===== src/rtl/cpu_types_pkg.sv =====
// Shared CPU types: data word, MDU operation/state encodings and counter width.
package cpu_types_pkg;

    localparam int WORD_W    = 32;
    localparam int MDU_CNT_W = $clog2(WORD_W);

    typedef logic [WORD_W-1:0] word_t;

    typedef enum logic [1:0] {
        MULT  = 2'd0,
        MULTU = 2'd1,
        DIV   = 2'd2,
        DIVU  = 2'd3
    } mdu_op_t;

    typedef enum logic [1:0] {
        IDLE = 2'd0,
        ITER = 2'd1,
        FIX  = 2'd2
    } mdu_state_t;

endpackage


===== src/rtl/mdu_step.sv =====
// One radix-2 iteration: shift-add for multiply, restoring shift-subtract for divide.
module mdu_step
    import cpu_types_pkg::*;
#(
    parameter int DATA_W = 32
) (
    input  mdu_op_t             op,
    input  logic [2*DATA_W-1:0] acc,
    input  logic [DATA_W-1:0]   b,
    output logic [2*DATA_W-1:0] acc_nxt
);
    logic              is_div;
    logic [DATA_W:0]   sum;
    logic [DATA_W:0]   sh_rem;
    logic [DATA_W:0]   diff;

    // Multiply keeps the multiplier in the low half and shifts right;
    // divide keeps the dividend/quotient in the low half and shifts left.
    always_comb begin
        is_div  = (op == DIV) || (op == DIVU);
        sum     = {1'b0, acc[2*DATA_W-1:DATA_W]} + (acc[0] ? {1'b0, b} : '0);
        sh_rem  = acc[2*DATA_W-1:DATA_W-1];
        diff    = sh_rem - {1'b0, b};
        acc_nxt = {sum, acc[DATA_W-1:1]};
        if (is_div) begin
            if (diff[DATA_W]) begin
                acc_nxt = {sh_rem[DATA_W-1:0], acc[DATA_W-2:0], 1'b0};
            end else begin
                acc_nxt = {diff[DATA_W-1:0], acc[DATA_W-2:0], 1'b1};
            end
        end
    end

endmodule


===== src/rtl/mult_div_unit.sv =====
// Iterative MULT/MULTU/DIV/DIVU unit owning HI/LO; DATA_W+2 cycles start-to-done.
// Divide by zero completes in one cycle; flush aborts without touching HI/LO.
module mult_div_unit
    import cpu_types_pkg::*;
#(
    parameter int DATA_W = 32
) (
    input  logic              CLK,
    input  logic              nRST,
    input  logic              start,
    input  mdu_op_t           op,
    input  logic [DATA_W-1:0] opa,
    input  logic [DATA_W-1:0] opb,
    input  logic              flush,
    input  logic              hi_we,
    input  logic              lo_we,
    input  logic [DATA_W-1:0] wdat,
    output logic              busy,
    output logic              done,
    output logic              div_zero,
    output logic [DATA_W-1:0] hi,
    output logic [DATA_W-1:0] lo
);
    localparam int CNT_W = (DATA_W > 1) ? $clog2(DATA_W) : 1;

    mdu_state_t          state, state_nxt;
    mdu_op_t             op_q;
    logic [2*DATA_W-1:0] acc, acc_step, prod;
    logic [DATA_W-1:0]   b_q, abs_a, abs_b, quo, rem, fix_hi, fix_lo;
    logic [CNT_W-1:0]    cnt;
    logic                neg_q, neg_r;
    logic                is_div_in, is_signed_in, zero_div, last_iter;
    logic                load_op, dz_accept, iter_en, fix_en;

    assign is_div_in    = (op == DIV) || (op == DIVU);
    assign is_signed_in = (op == MULT) || (op == DIV);
    assign zero_div     = is_div_in && (opb == '0);
    assign last_iter    = (cnt == CNT_W'(DATA_W - 1));
    assign abs_a        = (is_signed_in && opa[DATA_W-1]) ? -opa : opa;
    assign abs_b        = (is_signed_in && opb[DATA_W-1]) ? -opb : opb;

    always_ff @(posedge CLK) begin
        if (!nRST) begin
            state <= IDLE;
        end else begin
            state <= state_nxt;
        end
    end

    always_comb begin
        state_nxt = state;
        case (state)
            IDLE: if (start && !flush && !zero_div) state_nxt = ITER;
            ITER: begin
                if (flush)          state_nxt = IDLE;
                else if (last_iter) state_nxt = FIX;
            end
            FIX:     state_nxt = IDLE;
            default: state_nxt = IDLE;
        endcase
    end

    always_comb begin
        busy      = 1'b0;
        load_op   = 1'b0;
        dz_accept = 1'b0;
        iter_en   = 1'b0;
        fix_en    = 1'b0;
        case (state)
            IDLE: begin
                load_op   = start && !flush && !zero_div;
                dz_accept = start && !flush && zero_div;
            end
            ITER: begin
                busy    = 1'b1;
                iter_en = !flush;
            end
            FIX: begin
                busy   = 1'b1;
                fix_en = !flush;
            end
            default: busy = 1'b0;
        endcase
    end

    mdu_step #(.DATA_W(DATA_W)) u_step (
        .op      (op_q),
        .acc     (acc),
        .b       (b_q),
        .acc_nxt (acc_step)
    );

    // Sign correction: the whole 2W product is negated together, while the
    // divide remainder follows the dividend sign independently of the quotient.
    always_comb begin
        prod   = neg_q ? -acc : acc;
        quo    = neg_q ? -acc[DATA_W-1:0] : acc[DATA_W-1:0];
        rem    = neg_r ? -acc[2*DATA_W-1:DATA_W] : acc[2*DATA_W-1:DATA_W];
        fix_hi = prod[2*DATA_W-1:DATA_W];
        fix_lo = prod[DATA_W-1:0];
        if (op_q == DIV || op_q == DIVU) begin
            fix_hi = rem;
            fix_lo = quo;
        end
    end

    always_ff @(posedge CLK) begin
        if (!nRST) begin
            op_q     <= MULT;
            acc      <= '0;
            b_q      <= '0;
            cnt      <= '0;
            neg_q    <= 1'b0;
            neg_r    <= 1'b0;
            hi       <= '0;
            lo       <= '0;
            done     <= 1'b0;
            div_zero <= 1'b0;
        end else begin
            done     <= fix_en || dz_accept;
            div_zero <= dz_accept;
            if (load_op) begin
                op_q  <= op;
                acc   <= is_div_in ? {{DATA_W{1'b0}}, abs_a} : {{DATA_W{1'b0}}, abs_b};
                b_q   <= is_div_in ? abs_b : abs_a;
                cnt   <= '0;
                neg_q <= is_signed_in && (opa[DATA_W-1] ^ opb[DATA_W-1]);
                neg_r <= is_signed_in && opa[DATA_W-1];
            end else if (iter_en) begin
                acc <= acc_step;
                cnt <= cnt + CNT_W'(1);
            end
            if (fix_en) begin
                hi <= fix_hi;
                lo <= fix_lo;
            end else if (dz_accept) begin
                hi <= opa;
                lo <= '1;
            end else if (!busy) begin
                if (hi_we) hi <= wdat;
                if (lo_we) lo <= wdat;
            end
        end
    end

endmodule


===== config.mk =====
export PLATFORM = sky130hd
export DESIGN_NAME = mult_div_unit
export DESIGN_NICKNAME = d
export VERILOG_FILES = /design/src/rtl/cpu_types_pkg.sv /design/src/rtl/mdu_step.sv /design/src/rtl/mult_div_unit.sv
export SDC_FILE = /design/constraint.sdc
export NUM_CORES = 1
export LEC_CHECK = 0
export CORE_ASPECT_RATIO = 1.25
export CORE_MARGIN = 2
export CORE_UTILIZATION = 48
export DETAILED_ROUTE_END_ITERATION = 7
export GPL_TIMING_DRIVEN = 0
export PLACE_DENSITY = 0.7
export SETUP_SLACK_MARGIN = 0.2
export SYNTH_ARGS = -nofsm -noshare
export SYNTH_HDL_FRONTEND = slang
export SYNTH_SLANG_ARGS = --single-unit
export TNS_END_PERCENT = 20

===== constraint.sdc =====
create_clock -name CLK -period 7 [get_ports CLK]
set_input_delay 0.7 -clock CLK [delete_from_list [all_inputs] [get_ports CLK]]
set_output_delay 0.7 -clock CLK [all_outputs]
set_load 0.02 [all_outputs]

# Word-level counts from Yosys, hierarchy flattened
# Index checks and enable logic that the tools add are counted.
dict set report op_classes {
  n_addsub 8
  eq_ne 10
  n_mux 31
  n_bitwise 2
  n_reduce_logical 24
}
# op n
set ops {}
lappend ops {{two-way mux 32 bit} 17}
lappend ops {{two-way mux 64 bit} 5}
lappend ops {{negation 32 bit} 4}
lappend ops {{negation 64 bit} 1}
lappend ops {{adder 32 x 33 -> 33 bit} 1}
lappend ops {{subtractor 33 x 32 -> 33 bit} 1}
lappend ops {{zero test 32 bit} 1}
lappend ops {{equality test 2 bit (second input constant)} 5}
lappend ops {{logical AND 1 bit} 7}
lappend ops {{two-way mux 2 bit} 3}
lappend ops {{AND reduction 2 bit} 3}
lappend ops {{nonzero test 3 bit} 2}
lappend ops {{adder 5 x 1 -> 5 bit (second input constant)} 1}
lappend ops {{equality test 5 bit (second input constant)} 1}
lappend ops {{two-way mux 1 bit} 5}
lappend ops {{zero test 2 bit} 2}
lappend ops {{logical OR 1 bit} 4}
lappend ops {{case mux 2 bit (2 select lines)} 1}
lappend ops {{OR reduction 2 bit} 2}
lappend ops {{inequality test 3 x 1 -> 1 bit (second input constant)} 1}
lappend ops {{inequality test 3 bit (second input constant)} 1}
lappend ops {{equality test 2 x 1 -> 1 bit (second input constant)} 1}
lappend ops {{zero test 1 bit} 2}
lappend ops {{inequality test 2 bit (second input constant)} 1}
lappend ops {{3 further kinds} 3}
dict set report word_totals {
  reg_bits 173
  input_bits 104
  out_inout_bits 67
  word_cells 86
}

# Depth between registers and ports, before layout
# Gate-level depths: netlist (run 1).
dict set report logic_depth {
  ltp_word 7
  ltp_mapped 15
  mapped_depth_nobuf 13
}

# Modules after synthesis
# Synthesis (run 1) repeated with hierarchy kept, for this count alone.
dict set report unflattened {
  hier_cells 2133
  area_unflattened_um2 15638.7
}
# module instances cells_per_inst area_per_inst_um2 seq_area_each_um2
set by_module_without_submodules {}
lappend by_module_without_submodules {mult_div_unit 1 1482 11018.1 3463.3}
lappend by_module_without_submodules {mdu_step 1 651 4620.7 0.0}

# Worst setup path before layout (run 1)
# Ideal clock, no wire load.
dict set report synth_path {
  kind {input-to-reg}
  from {input opa[5]}
  to {register b_q[26]}
  setup_time_ns 0.117
  arrival_ns 3.151
  t_required_ns 6.883
  path_slack_ns 3.733
  stages 9
  n_path_buf 0
  path_cell_list {or4_1 -> nor4_4 -> nand3_1 -> nand2b_1 -> or4_1 -> o41ai_1 -> xor2_1 -> a21oi_1 -> a22o_1}
}
dict set report synth_via {
  elab_chain_len 3
}
# item line
set synth_rtl {}
lappend synth_rtl {{start: declaration} mult_div_unit.sv:12} ;# input logic [DATA_W-1:0] opa,
lappend synth_rtl {{negation 32 bit} mult_div_unit.sv:39} ;# assign abs_a = (is_signed_in && opa[DATA_W-1]) ? -opa : opa;
lappend synth_rtl {{two-way mux 32 bit} mult_div_unit.sv:39}
lappend synth_rtl {{two-way mux 32 bit} mult_div_unit.sv:125} ;# b_q <= is_div_in ? abs_b : abs_a;
lappend synth_rtl {{end signal: assignment} mult_div_unit.sv:125}
lappend synth_rtl {{end: declaration} mult_div_unit.sv:29} ;# logic [DATA_W-1:0] b_q, abs_a, abs_b, quo, rem, fix_hi, fix_lo;
# Every way passes these cells.
# A chain may end at the register's enable or synchronous reset.

# Worst setup path after layout (run 1)
dict set report layout_path {
  from {input opb[3]}
  to {register acc[50]}
}
dict set report layout_via {
  elab_chain_len 6
  word_cells_on_any_way 7
  cone_classes {mux (2); reduce/logical (5)}
}
# item line
set layout_rtl {}
lappend layout_rtl {{start: declaration} mult_div_unit.sv:13} ;# input logic [DATA_W-1:0] opb,
lappend layout_rtl {{zero test 32 bit *} mult_div_unit.sv:37} ;# assign zero_div = is_div_in && (opb == '0);
lappend layout_rtl {{logical AND 1 bit *} mult_div_unit.sv:37}
lappend layout_rtl {{zero test 1 bit *} mult_div_unit.sv:71} ;# load_op = start && !flush && !zero_div;
lappend layout_rtl {{logical AND 1 bit *} mult_div_unit.sv:71}
lappend layout_rtl {{two-way mux 1 bit *} mult_div_unit.sv:69} ;# case (state)
lappend layout_rtl {{two-way mux 64 bit or nonzero test 2 bit (tied branches)} -}
lappend layout_rtl {{end signal: assignment} mult_div_unit.sv:124} ;# acc <= is_div_in ? {{DATA_W{1'b0}}, abs_a} : {{DATA_W{1'b0}}, abs_b};
lappend layout_rtl {{end signal: assignment} mult_div_unit.sv:130} ;# acc <= acc_step;
lappend layout_rtl {{end: declaration} mult_div_unit.sv:28} ;# logic [2*DATA_W-1:0] acc, acc_step, prod;
# Mark *: on every way between the ends. The rest lies on a longest branch, timed or not.

==> results.md, run 1 <==
| Parameter | This run | Unit |
|---|---|---|
| Outcome | finished clean | - |
| Layout cells sized above 1 | 0.03056 | - |
| Worst slew margin relative to its limit | 0.2093 | - |
| Number of max-capacitance violations reported | 0 | - |
| Top library cells by usage in the layout, fill and taps aside | 210 x nor2_1, 201 x a21oi_1, 183 x nand2_1, 172 x dfxtp_1, 168 x clkdlybuf4s50_1 | - |
| Net total in the final layout | 2,424 | - |
| DRT Pass-1 Iters | 5 | - |
| Relative area change from synthesis to final layout | 18.90 | % |
| Setup Viol. Count Final | 0 | - |
| Utilization after layout | 0.5777 | - |
| TritonCTS Buffers | 17 | - |
| Number of global-route vias before repair | 16,290 | - |
| Placer congestion estimate | 1.007 | - |
| RSZ-0062 raised after global routing | no | - |
| Overall power of the completed layout | 3.194 | mW |
| Flip-flop and latch count after synthesis | 172 | - |
| H-tree Lvls | 4 | - |
| Cell internal pwr | 2.023 | mW |
| Switching fraction of total power | 0.3666 | - |
| I/O Buffers | 168 | - |
| Wire length of the first global-routing pass | 102.8 | mm |
| Arrival @ worst endpoint | 5.37 | ns |
| Worst reg2reg setup slack | 2.14 | ns |
| Root Driver | clkbuf_16 | - |
| Max-slew violation count | 0 | - |
| Average instance area after synthesis | 7.274 | µm² |
| TritonCTS clock tree | done | - |
| Clock period minus final worst setup slack | 4.986 | ns |
| Class of the tightest hold or removal check | reg -> reg | - |
| Comb pwr share | 0.323 | - |
| Commonest non-fill, non-tap cell in the layout | nor2_1 | - |
| Top_reg_cell synth | dfxtp_1 | - |
| Sum of negative setup slack | 0 | ns |
| Number of vias in the routed layout | 17,510 | - |
| Leak Pwr | 6.639 | nW |
| Post-DP Area | 0.01716 | mm² |
| Post-synth top area share | 0.2300 | - |
| Adder-Cell Fraction of Synth Area | 0.06369 | - |
| Setup Slack @ Placement | 1.797 | ns |
| Ratio of final minimum period to clock period | 0.7123 | - |
| Worst VDD drop | 0.0001818 | V |
| Gate count after technology mapping | 2,058 | - |
| Via density per instance | 6.571 | - |
| Share of flip-flops with an asynchronous set or reset | 0 | - |
| Post-synthesis sequential area ratio | 0.2300 | - |
| Final hold viol count | 0 | - |
| Distinct cell type count after synthesis | 75 | - |
| Critical Path Fanout Max | 10 | - |
| Number of antenna diodes | 0 | - |
| Maximum number of pins on one net before global-route repair | 17 | - |
| Row count | 72 | - |
| Slew at the pin closest to its max-slew limit | 1.182 | ns |
| Total congestion overflow after global routing | 0 | - |
| Achievable frequency | 0.2006 | GHz |
| Post-synth top area cell | dfxtp_1 | - |
| Number of antenna-violating nets in the routed design | 0 | - |
| TritonCTS Sinks | 172 | - |
| Summed area of non-filler cells in the final layout | 0.01780 | mm² |
| Warnings, synthesis | 0 | - |
| Fraction of synthesized area in multiplexers | 0.05542 | - |
| Placed wire-length estimate after detailed placement | 56.89 | mm |
| Main combinational cell family by area after synthesis | compound AO/OA/AOI/OAI gates | - |
| Power dissipated by switching net loads | 1.171 | mW |
| Post-Synthesis Cell Area | 0.01497 | mm² |
| Clock transition at the registers of the reported paths | 0.07 | ns |
| Max clock buf depth | 2 | - |
| Post-route DRC violation count | 0 | - |
| Post-Synth XOR/XNOR Area | 0.1036 | - |
| Cell types occupying the most area after synthesis | dfxtp_1 23%, a21oi_1 6.7%, ha_1 6.1% | - |
| Req. time, crit path | 7.39 | ns |
| Syn nets | 2,237 | - |
| Average wire length per cell after detail routing | 26.60 | µm |
| Crit Path Category | in -> reg | - |
| Number of DRC violations after detailed-routing iteration 0 | 2,041 | - |
| Y dimension of the die | 201.4 | µm |
| Critical Path Source Type | primary input | - |
| Clock network fraction of total power | 0.336 | - |
| Initial core utilization | 0.4859 | - |
| Gr usage total | 0.4235 | - |
| Resized cells post-CTS | 0 | - |
| Post-CTS setup buffer count | 0 | - |
| Power density over the cells | 179.4 | mW/mm² |
| Total die area | 0.03262 | mm² |
| Total detailed-routing wirelength | 70.89 | mm |
| Complex-gate fraction of the synthesized area | 0.2836 | - |
| EDFF count, synth | 0 | - |
| Cts hold-fix bufs | 0 | - |
| Worst-skew pair later-pin latency | 0.47 | ns |
| Die span in x | 162.0 | µm |
| Post-synthesis share of cell area spent on and, or, nand and nor gates | 0.2092 | - |
| Placeable core region | 0.03081 | mm² |
| Sequential Power Share | 0.341 | - |
| Min setup slack post-route | 2.014 | ns |
| Number of antenna violations at the first check in global routing | 0 | - |
| Clock skew | 0.01584 | ns |
| Count of boundary I/O pins | 171 | - |
| Element type at the critical path end | register | - |
==> metal layers <==
layer | track usage | vias up | part of all wire
li1 | - | 7874 | -
met1 | 0.4858 | 8290 | 0.36
met2 | 0.7096 | 1063 | 0.47
met3 | 0.07050 | 285 | 0.082
met4 | 0.3034 | 0 | 0.086
met5 | 0 | - | 0
==> through the flow <==
step                std cells  hold slack, ns
detailed placement       2633          0.4472
CTS                      2665          0.4602
floorplan                2058          0.4319
global route             2665          0.4750
global placement         2633          0.4433
finish                   2665          0.4545
==> sequential cells by signal, summed over array words and instances (netlist names) <==
register  cells
acc          64
b_q          32
cnt           5
div_zero      1
done          1
hi           32
lo           32
neg_q         1
neg_r         1
op_q          1
state         2
==> final timing paths <==
kind | start | to | cells after the start
setup reg to reg | acc[32] | acc[48] | 14
setup / recovery | opb[3] | acc[50] | 9
hold reg to reg | b_q[4] | b_q[4] | 2
hold / removal | b_q[4] | b_q[4] | 2
==> synth_stat cells, drive strengths merged (9+ instances only) <==
| library cell | instances |
|---|---|
| nor2 | 210 |
| a21oi | 201 |
| nand2 | 183 |
| dfxtp | 172 |
| o21ai | 166 |
| clkbuf | 128 |
| xnor2 | 94 |
| xor2 | 83 |
| mux2i | 75 |
| ha | 73 |
| nor3 | 73 |
| inv | 65 |
| o211ai | 46 |
| nand3 | 35 |
| o31ai | 30 |
| nand2b | 26 |
| nor4 | 25 |
| a221oi | 24 |
| o22ai | 23 |
| a211oi | 22 |
| a31oi | 22 |
| buf | 22 |
| o21a | 22 |
| or3 | 21 |
| nand4 | 17 |
| or4 | 17 |
| a21o | 16 |
| o41ai | 14 |
| and3 | 13 |
| and2 | 11 |
| nor2b | 11 |
| o221ai | 10 |
| a22oi | 9 |
==> worst max-delay path, stage by stage <==
cell and delay [ns]:
clkdlybuf4s50_1 0.50, nor4_1 0.78, nand4_1 0.29, nor4_2 0.82, o21ai_1 0.37, nor2_1 0.98, clkbuf_1 0.61, a22oi_1 0.19
o21ai_0 0.11
==> power by group through the flow <==
stage | sequential [mW] | clock [mW] | combinational (mW)
CTS | 1.09 | 1.06 | 1.00
floorplan | 1.12 | 0 | 0.578
global placement | 1.11 | 0 | 0.994
finish | 1.09 | 1.07 | 1.03
detailed placement | 1.11 | 0 | 0.999
global route | 1.09 | 1.10 | 1.09
==> area by class of cell <==
cell class	instances	area [µm²]
Buffer	150	571.8
Clock buffer	21	480.5
Clock inverter	11	157.7
Fill cell	3008	13010
Inverter	65	244.0
Multi-Input combinational cell	1671	10710
Sequential cell	172	3443
Tap cell	407	509.2
Timing Repair Buffer	168	1682
==> cell families (layout without fill, tap and decap cells) <==
kind of cell	Yosys count	count (layout)
and+or+nand+nor	664	664
xor gates and xnor gates	177	177
AOI/OAI and AO/OA	673	673
adders and majority gates	75	75
muxes	82	82
buffers and inverters	215	415
DFF	172	172
Note: power is estimated with default switching activity, not from simulation.
==> run 2: changes to the inputs <==
Clock period 7 ns to 4.6 ns, I/O delays scaled along.
==> run 2 against run 1 <==
Sequential share of layout area about the same; power is 52% higher; final area up 0.17%.
==> results.md, run 2 (synthesized netlist as in run 1, its figures left out) <==
| Parameter | This run | Unit |
|---|---|---|
| TritonCTS Sinks | 172 | - |
| Clock skew | 0.01175 | ns |
| Die span in x | 162.0 | µm |
| Ratio of final minimum period to clock period | 0.9784 | - |
| Max-slew violation count | 0 | - |
| Maximum number of pins on one net before global-route repair | 17 | - |
| Row count | 72 | - |
| Final std cells w/o fill | 2,665 | - |
| Power density over the cells | 272.7 | mW/mm² |
| CP peak stage delay | 0.76 | ns |
| Relative area change from synthesis to final layout | 19.10 | % |
| H-tree Lvls | 4 | - |
| Number of antenna-violating nets in the routed design | 0 | - |
| Total die area | 0.03262 | mm² |
| Count of boundary I/O pins | 171 | - |
| Critical Path Slowest Stage Cell | o21ai_0 | - |
| Leak Pwr | 6.670 | nW |
| Critical Path Fanout Max | 10 | - |
| Number of antenna diodes | 0 | - |
| Achievable frequency | 0.2222 | GHz |
| Cell type group with the largest total delay on the critical path | buffers and inverters | - |
| RSZ-0062 raised after global routing | yes | - |
| Largest register FFs | 64 | - |
| Commonest non-fill, non-tap cell in the layout | nor2_1 | - |
| Clock transition at the registers of the reported paths | 0.08 | ns |
| Footprint of the multi-input gates | 0.01073 | mm² |
| Average wire length per cell after detail routing | 26.58 | µm |
| Crit Path Category | reg -> reg | - |
| Sequential cell area | 0.003443 | mm² |
| Placeable core region | 0.03081 | mm² |
| Final hold viol count | 0 | - |
| Class of the tightest hold or removal check | reg -> reg | - |
| Reg with most FFs | acc | - |
| Slew at the pin closest to its max-slew limit | 1.071 | ns |
| Worst VDD drop | 0.0002769 | V |
| Total detailed-routing wirelength | 70.84 | mm |
| Clock period minus final worst setup slack | 4.501 | ns |
| Total congestion overflow after global routing | 0 | - |
| Wire length of the first global-routing pass | 102.9 | mm |
| Req. time, crit path | 5.00 | ns |
| Placed Cells incl. Taps | 2,633 | - |
| Initial core utilization | 0.4859 | - |
| TritonCTS clock tree | done | - |
| Number of fill cells | 3,003 | - |
| Element type at the critical path end | register | - |
| Number of vias in the routed layout | 17,410 | - |
| Max clock buf depth | 2 | - |
| Number of DRC violations after detailed-routing iteration 0 | 1,993 | - |
| Root Driver | clkbuf_16 | - |
| Chain of cells forming the critical path | clkbuf_2 -> inv_1 -> clkbuf_1 -> ha_1 -> nand2b_1 -> or4_4 -> o21ai_0 -> clkbuf_1 -> o21ai_0 -> xor2_1 -> a21oi_1 -> nor2_1 | - |
| DRT Pass-1 Iters | 6 | - |
| Post-route DRC violation count | 0 | - |
| TritonCTS Buffers | 17 | - |
| Layout cells sized above 1 | 0.03366 | - |
| Outcome | finished clean | - |
| Critical Path Source Type | register | - |
| Utilization after layout | 0.5787 | - |
| Via density per instance | 6.533 | - |
| Gr usage total | 0.4235 | - |
| Cts hold-fix bufs | 0 | - |
| Setup Viol. Count Final | 0 | - |
| Number of max-capacitance violations reported | 0 | - |
| Y dimension of the die | 201.4 | µm |
| I/O Buffers | 168 | - |
| Worst-skew pair later-pin latency | 0.47 | ns |
| Number of antenna violations at the first check in global routing | 0 | - |
| Post-route worst hold slack | 0.4546 | ns |
| Placed wire-length estimate after detailed placement | 56.89 | mm |
| Arrival @ worst endpoint | 4.90 | ns |
| Top library cells by usage in the layout, fill and taps aside | 209 x nor2_1, 201 x a21oi_1, 183 x nand2_1, 172 x dfxtp_1, 168 x clkdlybuf4s50_1 | - |
| Net total in the final layout | 2,424 | - |
| Number of buffer and inverter instances along the worst setup path | 4 | - |
| Placer congestion estimate | 1.007 | - |
| Number of global-route vias before repair | 16,290 | - |
| Worst slew margin relative to its limit | 0.2807 | - |
-- run 2: path summary, 6_finish.rpt --
| check | to | from | cells after the start | slack [ns] |
|---|---|---|---|---|
| hold reg to reg | b_q[4] | b_q[4] | 2 | 0.45 |
| hold / removal | b_q[4] | b_q[4] | 2 | 0.45 |
| setup / recovery | hi[18] | acc[0] | 12 | 0.1 |
| setup reg to reg | hi[18] | acc[0] | 12 | 0.1 |
-- run 2: layer usage --
| layer | share of wire | up-vias | GRT usage |
|---|---|---|---|
| met5 | 0 | - | 0 |
| met4 | 0.083 | 0 | 0.3034 |
| met3 | 0.085 | 262 | 0.07050 |
| met2 | 0.47 | 1044 | 0.7096 |
| met1 | 0.36 | 8237 | 0.4860 |
| li1 | - | 7867 | - |
-- run 2: stage by stage --
stage / area (µm²) / total power, mW / setup WS [ns] / setup TNS (ns)
3_5_place_dp: 17160 / 3.207 / -0.3633 / -4.470
4_1_cts: 17810 / 4.795 / 0.2038 / 0
2_1_floorplan: 14970 / 2.582 / 1.341 / 0
3_3_place_gp: 17160 / 3.197 / -0.3317 / -3.653
5_1_grt: 17830 / 4.994 / 0.1170 / 0
6_report: 17830 / 4.862 / 0.09929 / 0
-- run 2: final cells by class --
class | instances | share of cell area
Multi-Input combinational cell | 1671 | 0.6020
Sequential cell | 172 | 0.1931
Timing Repair Buffer | 168 | 0.09432
Buffer | 150 | 0.03249
Tap cell | 407 | 0.02856
Clock buffer | 21 | 0.02695
Inverter | 65 | 0.01369
Clock inverter | 11 | 0.008843
-- run 2: what timing repair did --
item / 4_1_cts / 5_1_grt
gates resized for setup: 4 / 8
buffers inserted: 0 / 0
setup endpoints to repair: 17 / 22
-- run 2: power by group --
| group | internal [mW] | total, mW | switching, mW |
|---|---|---|---|
| sequential | 1.57 | 1.66 | 0.0825 |
| combinational | 0.585 | 1.57 | 0.989 |
| clock | 0.920 | 1.63 | 0.711 |
| total | 3.08 | 4.86 | 1.78 |
-- run 2: tightest hold or removal path, delay by kind of cell, from the launching register on --
family | cells | cell delay [ns]
simple gates | 1 | 0.05
flops | 1 | 0.31
compound gates | 1 | 0.05
==> variant, RTL diff (settings of run 2) <==
The output `div_zero` loses its register stage (`div_zero` becomes a continuous assignment).
--- a/src/rtl/mult_div_unit.sv
+++ b/src/rtl/mult_div_unit.sv
@@ -115,10 +115,8 @@
             hi       <= '0;
             lo       <= '0;
             done     <= 1'b0;
-            div_zero <= 1'b0;
         end else begin
             done     <= fix_en || dz_accept;
-            div_zero <= dz_accept;
             if (load_op) begin
                 op_q  <= op;
                 acc   <= is_div_in ? {{DATA_W{1'b0}}, abs_a} : {{DATA_W{1'b0}}, abs_b};
@@ -143,5 +141,7 @@
         end
     end
 
+    assign div_zero = dz_accept;
+
 endmodule
 
Function: changed (a bounded check fails within 4 cycles, from zero or initial values and one cycle with nRST low).
==> variant against run 2 <==
Cell area shrank 1.6%; sequential cell count shrank 1; clock power shrank 7%; synthesized area shrank 1.4%; wire length shrank 7.2%; setup slack gained 0.26 ns; count of clock-buffer cells in the layout is the same; utilization grew 0.22 points; power shrank 2.9%.
==> variant: results (changes against run 2) <==
status:
  status: "finished clean"
sta:
  worst_slew_pin_slew_ns: 1.07  # -0.00529 ns
  fin_skew_ns: 0.0102  # -0.00154 ns
  fin_crit_ns: 4.24  # -0.260 ns
logic_synthesis:
  synthDistinctLibCells: 77  # +2.7%
  ys_seq_area_frac: 0.232  # +0.00192
  postSynthAreaPerCell_sq_um: 7.30  # +0.35%
  yosys-top-cells-area: "dfxtp_1 (23%), a21oi_1 (6.6%), xnor2_1 (6.5%)"
  ys_async_sr_fraction: 0  # unchanged
  syn_nets: 2201  # -1.6%
setup_path:
  cp_slowest_cell: "dfxtp_1"
  r2r-end: "acc[32]"
  crit_arrival_ns: 4.57  # -0.33 ns
  max_stage_delay_ns: 0.51  # -0.25 ns
  critPathLaunch: "acc[31]"
placement:
  gp_congestion: 1.02  # +1.5%
  hpwl_microns: 52800  # -7.2%
  place_ws_ns: 0.115  # +0.478 ns
final_layout:
  finalNetCount: 2388  # -1.5%
  fill_cells: 2950  # -1.8%
  drive_gt1_frac: 0.0405  # +0.00685
  final_cells: 2623  # -1.6%
clock_network:
  cts_setup_buffers: 0  # unchanged
  htreeDepth: 4  # unchanged
  cts_resized: 1  # -3
global_route:
  grt_usage: 0.399  # -0.0247
  antenna_found_initial: 1  # +1
  grt_pass1_wl_microns: 97200  # -5.5%
drt:
  drt-total-wl_microns: 65700  # -7.2%
  viasPerCell: 6.53  # about the same
  drt_iter0_drc: 1902  # -4.6%
pwr:
  power.share.switching: 0.373  # +0.00604
  peakVddDrop_mv: 0.213  # -23%
  power.leakage_nw: 6.74  # +1.0%
-- variant: cell count changes after synthesis, moves of 13 or more --
cell and change:
nor2_1 -22, nand2_1 +36, o21a_1 -14, xnor2_1 +15, o221ai_1 +29, a31oi_1 +13
clkbuf_1 -18, xor2_1 -13, o22ai_1 -14
-- variant: layout make-up --
cell class                      count  area, sq um  area share
Buffer                            142          578      0.0330
Clock buffer                       21          480      0.0274
Clock inverter                     11          109     0.00620
Inverter                           63          236      0.0135
Multi-Input combinational cell   1646        10500       0.600
Sequential cell                   171         3420       0.195
Tap cell                          401          502      0.0286
Timing Repair Buffer              168         1680      0.0959
-- variant: stage by stage --
step	utilization	area, sq um
after floorplan	-	14800
after global placement	0.561	16900
after detailed placement	0.561	16900
after CTS	0.580	17500
after global routing	0.581	17500
final	0.581	17500
-- variant: worst min-delay path by stage --
stage,startpoint,end,slack [ns],depth (start not counted)
after detailed placement,lo[9],lo[9],0.44,2
after floorplan,b_q[2],b_q[2],0.43,2
after CTS,lo[9],lo[9],0.45,2
after global placement,lo[31],lo[31],0.44,2
final,lo[7],lo[7],0.45,2
after global routing,lo[7],lo[7],0.47,2
-- variant: kinds of logic after synthesis --
| logic type | share of synthesized area |
|---|---|
| AO/OA/AOI/OAI | 0.284 |
| XOR/XNOR | 0.106 |
| adder cells (fa/ha/maj) | 0.0646 |
| buffers and inverters | 0.0548 |
| flip-flops | 0.232 |
| multiplexers | 0.0540 |
| AND/OR/NAND/NOR | 0.204 |
-- variant: per-layer routing --
metal  global-route usage  vias to the layer above  wire, microns
li1                     -                     7721              -
met1                0.441                     8115          23600
met2                0.686                      999          31200
met3               0.0729                      292           5190
met4                0.302                        2           5690
met5                    0                        -             13
-- variant: critical path: cells and delay by family (launching register included) --
kind | cells | cell delay, ns
buffers and inverters | 3 | 0.65
multiplexers | 1 | 0.44
AND/OR/NAND/NOR | 2 | 0.46
adder cells (fa/ha/maj) | 2 | 0.68
AO/OA/AOI/OAI | 6 | 1.35
flip-flops | 1 | 0.51
-- variant: power groups by stage --
stage	Sequential, mW	Combinational (mW)	Clock (mW)
2_1_floorplan	1.70	0.881	0
3_3_place_gp	1.69	1.48	0
3_5_place_dp	1.69	1.49	0
4_1_cts	1.66	1.50	1.49
5_1_grt	1.66	1.64	1.55
6_report	1.66	1.54	1.51
